[src/rtl/parallel_io_bank.sv]
// parallel_io_bank: memory-mapped parallel output and synchronized input channels.
// Define PIO_IRQ_EN to build the change-detect PEND/MASK/IRQ logic.
module parallel_io_bank #(
    parameter int         N_PORTS   = 2,
    parameter int         WIDTH     = 32,
    parameter logic [7:0] BASE_ADDR = 8'hE0
) (
    input  logic                       clk,
    input  logic                       rst,
    input  logic                       EN,
    input  logic [7:0]                 Address,
    input  logic [31:0]                RegData,
    input  logic [31:0]                MemData,
    input  logic [N_PORTS*WIDTH-1:0]   DataIN,
    output logic [N_PORTS*WIDTH-1:0]   DataOUT,
    output logic [31:0]                LoadData,
    output logic                       IRQ
);

    typedef logic [N_PORTS-1:0][WIDTH-1:0] chan_t;

    localparam logic [7:0] PEND_ADDR = 8'(BASE_ADDR + 8 * N_PORTS);
    localparam logic [7:0] MASK_ADDR = 8'(BASE_ADDR + 8 * N_PORTS + 4);

    chan_t              out_q, out_d;
    chan_t              sync1_q, sync1_d;
    chan_t              sync2_q, sync2_d;
    logic [N_PORTS-1:0] out_hit, in_hit;
    logic               pend_hit, mask_hit;
    logic [N_PORTS-1:0] pend_rd, mask_rd;

    // Address decode of the per-channel OUT/IN registers
    always_comb begin
        out_hit = '0;
        in_hit  = '0;
        for (int k = 0; k < N_PORTS; k++) begin
            out_hit[k] = (Address == 8'(BASE_ADDR + 8 * k));
            in_hit[k]  = (Address == 8'(BASE_ADDR + 8 * k + 4));
        end
    end

    assign pend_hit = (Address == PEND_ADDR);
    assign mask_hit = (Address == MASK_ADDR);

    // Output register writes and the two-stage input synchronizer
    always_comb begin
        out_d   = out_q;
        sync1_d = DataIN;
        sync2_d = sync1_q;
        for (int k = 0; k < N_PORTS; k++) begin
            if (EN && out_hit[k]) begin
                out_d[k] = RegData[WIDTH-1:0];
            end
        end
    end

    // Datapath state registers
    always_ff @(posedge clk or negedge rst) begin
        if (!rst) begin
            out_q   <= '0;
            sync1_q <= '0;
            sync2_q <= '0;
        end else begin
            out_q   <= out_d;
            sync1_q <= sync1_d;
            sync2_q <= sync2_d;
        end
    end

    assign DataOUT = out_q;

`ifdef PIO_IRQ_EN
    chan_t              hist_q, hist_d;
    logic [N_PORTS-1:0] pend_q, pend_d;
    logic [N_PORTS-1:0] mask_q, mask_d;
    logic [N_PORTS-1:0] chg, clr;
    logic [1:0]         fill_q, fill_d;
    logic               irq_q, irq_d;
    logic               filling;

    // Change detect, W1C pending (set wins), mask and interrupt.
    // For two cycles after reset history tracks stage two in parallel
    // so that inputs already stable do not look like a change.
    always_comb begin
        filling = ~fill_q[1];
        fill_d  = {fill_q[0], 1'b1};
        hist_d  = filling ? sync2_d : sync2_q;
        chg     = '0;
        for (int k = 0; k < N_PORTS; k++) begin
            chg[k] = |(sync2_q[k] ^ hist_q[k]);
        end
        clr    = (EN && pend_hit) ? RegData[N_PORTS-1:0] : '0;
        pend_d = (pend_q & ~clr) | (chg & {N_PORTS{~filling}});
        mask_d = (EN && mask_hit) ? RegData[N_PORTS-1:0] : mask_q;
        irq_d  = |(pend_q & mask_q);
    end

    // Interrupt state registers
    always_ff @(posedge clk or negedge rst) begin
        if (!rst) begin
            hist_q <= '0;
            pend_q <= '0;
            mask_q <= '0;
            fill_q <= '0;
            irq_q  <= 1'b0;
        end else begin
            hist_q <= hist_d;
            pend_q <= pend_d;
            mask_q <= mask_d;
            fill_q <= fill_d;
            irq_q  <= irq_d;
        end
    end

    assign pend_rd = pend_q;
    assign mask_rd = mask_q;
    assign IRQ     = irq_q;
`else
    assign pend_rd = '0;
    assign mask_rd = '0;
    assign IRQ     = 1'b0;
`endif

    // Load mux: mapped registers zero-extended, otherwise memory data
    always_comb begin
        LoadData = MemData;
        for (int k = 0; k < N_PORTS; k++) begin
            if (out_hit[k]) begin
                LoadData = 32'(out_q[k]);
            end
            if (in_hit[k]) begin
                LoadData = 32'(sync2_q[k]);
            end
        end
        if (pend_hit) begin
            LoadData = 32'(pend_rd);
        end
        if (mask_hit) begin
            LoadData = 32'(mask_rd);
        end
    end

endmodule

[config.mk]
export PLATFORM = sky130hd
export DESIGN_NAME = parallel_io_bank
export DESIGN_NICKNAME = d
export VERILOG_FILES = /design/src/rtl/parallel_io_bank.sv
export SDC_FILE = /design/constraint.sdc
export NUM_CORES = 1
export LEC_CHECK = 0
export ABC_AREA = 1
export CAP_MARGIN = 15
export CORE_ASPECT_RATIO = 2
export CORE_MARGIN = 5
export CORE_UTILIZATION = 42
export DETAILED_ROUTE_END_ITERATION = 8
export PLACE_DENSITY = 0.79
export SYNTH_ARGS = -nofsm -noshare
export SYNTH_HDL_FRONTEND = slang
export SYNTH_SLANG_ARGS = --single-unit
[constraint.sdc]
create_clock -name clk -period 3 [get_ports clk]
set_input_delay 0.45 -clock clk [delete_from_list [all_inputs] [get_ports clk]]
set_output_delay 0.45 -clock clk [all_outputs]
set_load 0.01 [all_outputs]
==> results.py <==
metrics = {
    "outcome": {
        "status": "finished, final reports clean",
    },
    "pwr": {
        "ir_drop_v": 0.000452,
        "p_leak_nw": 5.19,
        "power_mw": 5.47,
        "cellPowerDensity_nw_per_um2": 500,
    },
    "synth": {
        "synth_cells": 690,
        "synth_area_um2": 7480,
        "ys_types": 32,
        "avgSynthCellArea_um2": 10.8,
        "synth_area_leader_cell": "dfrtp_1",
        "async_flop_share": 1.00,
        "yosys.area.top_type_share": 0.642,
        "synthFlopType": "dfrtp_1",
        "syn-num-nets": 829,
        "yosysSeqAreaShare": 0.642,
        "synth_edf_count": 0,
        "yosys_warnings": 0,
        "synth-seq-cells": 192,
        "synth_area_leaders": "dfrtp_1, nand3_1, nand2_1",
    },
    "hold_path": {
        "hold_class": "in -> async",
    },
    "layout": {
        "final_util": 0.618,
        "layout-drive-gt1-share": 0.125,
        "area_growth_pct": 46.1,
        "fin_nets": 1073,
        "n_fill_cell": 1382,
        "final_cell_mix": "clkdlybuf4s50_1, dfrtp_1, nand2_1",
        "fin_area_um2": 10900,
        "layout_commonest_cell": "clkdlybuf4s50_1",
    },
    "timing": {
        "setup_slack_ps": 76.9,
        "fin_crit_ps": 2920,
        "setup_viol": 0,
        "period_share": 0.974,
        "tns_ps": 0,
        "final_max_slew_viol_count": 0,
        "final_hold_viol_count": 0,
        "clock_skew_ps": 7.36,
        "max_freq_mhz": 342,
        "slew_headroom": 0.600,
        "tightest_slew_ps": 600,
    },
    "worst_setup_path": {
        "timing.rr.start": "DataOUT[1]",
        "worstReg2RegEnd": "DataOUT[1]",
        "crit_arrival_ps": 2470,
        "rr_worst_depth": 2,
        "cp_common_cell": "clkdlybuf4s50_1",
        "startpoint": "Address[5]",
        "slowest_delay_ps": 560,
        "cpLargestDelayFamily": "buffers and inverters",
        "worstSetupEndpoint": "LoadData[19]",
        "rrSetupSlack_ps": 2280,
        "path_buf_inv": 4,
        "crit_path_end_kind": "primary output",
        "worstPathMaxFanout": 20,
        "setup.worst_path.class": "in -> out",
        "start_kind": "primary input",
        "path_cells": "clkdlybuf4s50_1 > nand2_2 > nor2_8 > nand3_2 > clkinv_2 > buf_12 > a21boi_0 > a21oi_1 > clkdlybuf4s50_1",
        "cp_data_required_time_ps": 2550,
        "cpMaxStageDelayCell": "clkdlybuf4s50_1",
        "worstSetupPathDepth": 9,
    },
    "flow_run": {
        "drv_cap": 0,
    },
    "cts": {
        "root_buffer": "clkbuf_16",
        "postCtsSetupBuffers": 0,
        "cts.sinks": 192,
        "postCtsHoldBufs": 0,
        "clk_latency_ps": 420,
        "cts.clk_slew.worst_paths_ps": 60,
        "cts_tree": "built",
        "htreeDepth": 4,
        "cts.path.max_buffers": 2,
        "numCtsBuffers": 17,
    },
    "global_route": {
        "grt_usage": 0.219,
        "grt_start_max_net_pins": 74,
        "grt_overflow": 0,
        "antenna_found_initial": 1,
        "grt_first_pass_wirelength_mm": 34.8,
        "grt_pass1_vias": 6485,
    },
    "place": {
        "pre_cts_ws_ps": -75.5,
        "routabilityCongestion": 0.852,
        "placed_area_um2": 10300,
        "port_buffers": 234,
        "dp_hpwl_mm": 16.7,
    },
    "detailed_routing": {
        "drc": 0,
        "first_pass_iters": 5,
        "drt_iter0_drc": 235,
        "wire_per_inst_um": 19.5,
        "route.vias.total": 6019,
        "antenna_left": 0,
        "wl_mm": 22.6,
        "vias_per_cell": 5.19,
    },
    "floorplan": {
        "core-area_um2": 17700,
        "die_y_um": 199,
        "die_w_um": 104,
        "start_util": 0.423,
        "rows": 69,
        "die-area_um2": 20800,
        "ios": 236,
    },
}
## area by class of cell
class	instances	area [µm²]	share of cell area
multi-input cells	412	2260	0.207
clock inverters	12	113	0.0103
clock buffers	18	429	0.0393
diodes	1	2.50	0.000229
repair buffers	268	2900	0.265
well taps	213	267	0.0244
flip-flops and latches	192	4800	0.439
inverters	43	163	0.0149
## stage by stage
step,hold slack [ps],std cells
after floorplan,154,690
after global placement,332,1127
after detailed placement,335,1127
after CTS,32.6,1157
after global routing,54.0,1159
final,16.6,1159
## layer usage
layer	vias to the layer above	share of wire	routed length (µm)	global-route usage
met1	2890	0.32	7190	0.214
met3	80	0.070	1580	0.0620
li1	2770	-	-	-
met4	0	0.060	1350	0.148
met2	279	0.55	12500	0.395
met5	-	0	0	0
## power by group
group          internal (mW)  leakage [nW]  switching [mW]  total (mW)
clock                   1.14         0.268           0.962        2.10
combinational          0.331          2.55           0.252       0.583
sequential              2.72          2.37          0.0632        2.78
## how the worst min path moves through the flow
stage	startpoint	end
global route	rst	sync2_q[24]
finish	rst	sync1_q[25]
detailed placement	sync1_q[0]	sync2_q[0]
floorplan	rst	DataOUT[0]
CTS	rst	sync2_q[24]
global placement	sync1_q[17]	sync2_q[17]
## state kept, by name (all words and copies together) (netlist names)
signal,flops
sync1_q,64
sync2_q,64
DataOUT,64
## Yosys cell counts (2+ instances only)
| library cell | n |
|---|---|
| a21oi_1 | 32 |
| a21boi_0 | 28 |
| nor2_1 | 4 |
| nand2_2 | 3 |
| dfrtp_1 | 192 |
| buf_2 | 11 |
| o21ai_1 | 6 |
| a21boi_1 | 3 |
| buf_4 | 9 |
| clkbuf_1 | 13 |
| o21ai_0 | 57 |
| or2_0 | 28 |
| nand2_1 | 106 |
| o21ai_2 | 32 |
| or2_2 | 3 |
| nand2_4 | 2 |
| nand3_1 | 98 |
| buf_6 | 9 |
| inv_1 | 41 |
## kinds of logic (layout without fill, tap and decap cells)
| family | after synthesis | after routing | share of synthesized area |
|---|---|---|---|
| AND/OR/NAND/NOR | 252 | 252 | 0.166 |
| flip-flops | 192 | 192 | 0.642 |
| AO/OA/AOI/OAI | 159 | 159 | 0.133 |
| buffers and inverters | 86 | 341 | 0.0587 |
| other | 1 | 2 | 0.000501 |
## timing repair
| action | in CTS | in global routing |
|---|---|---|
| resized for setup | 11 | 34 |
| cloned | 0 | 1 |
| setup endpoints to repair | 19 | 27 |
No activity file was read; power rests on OpenSTA's default activity.
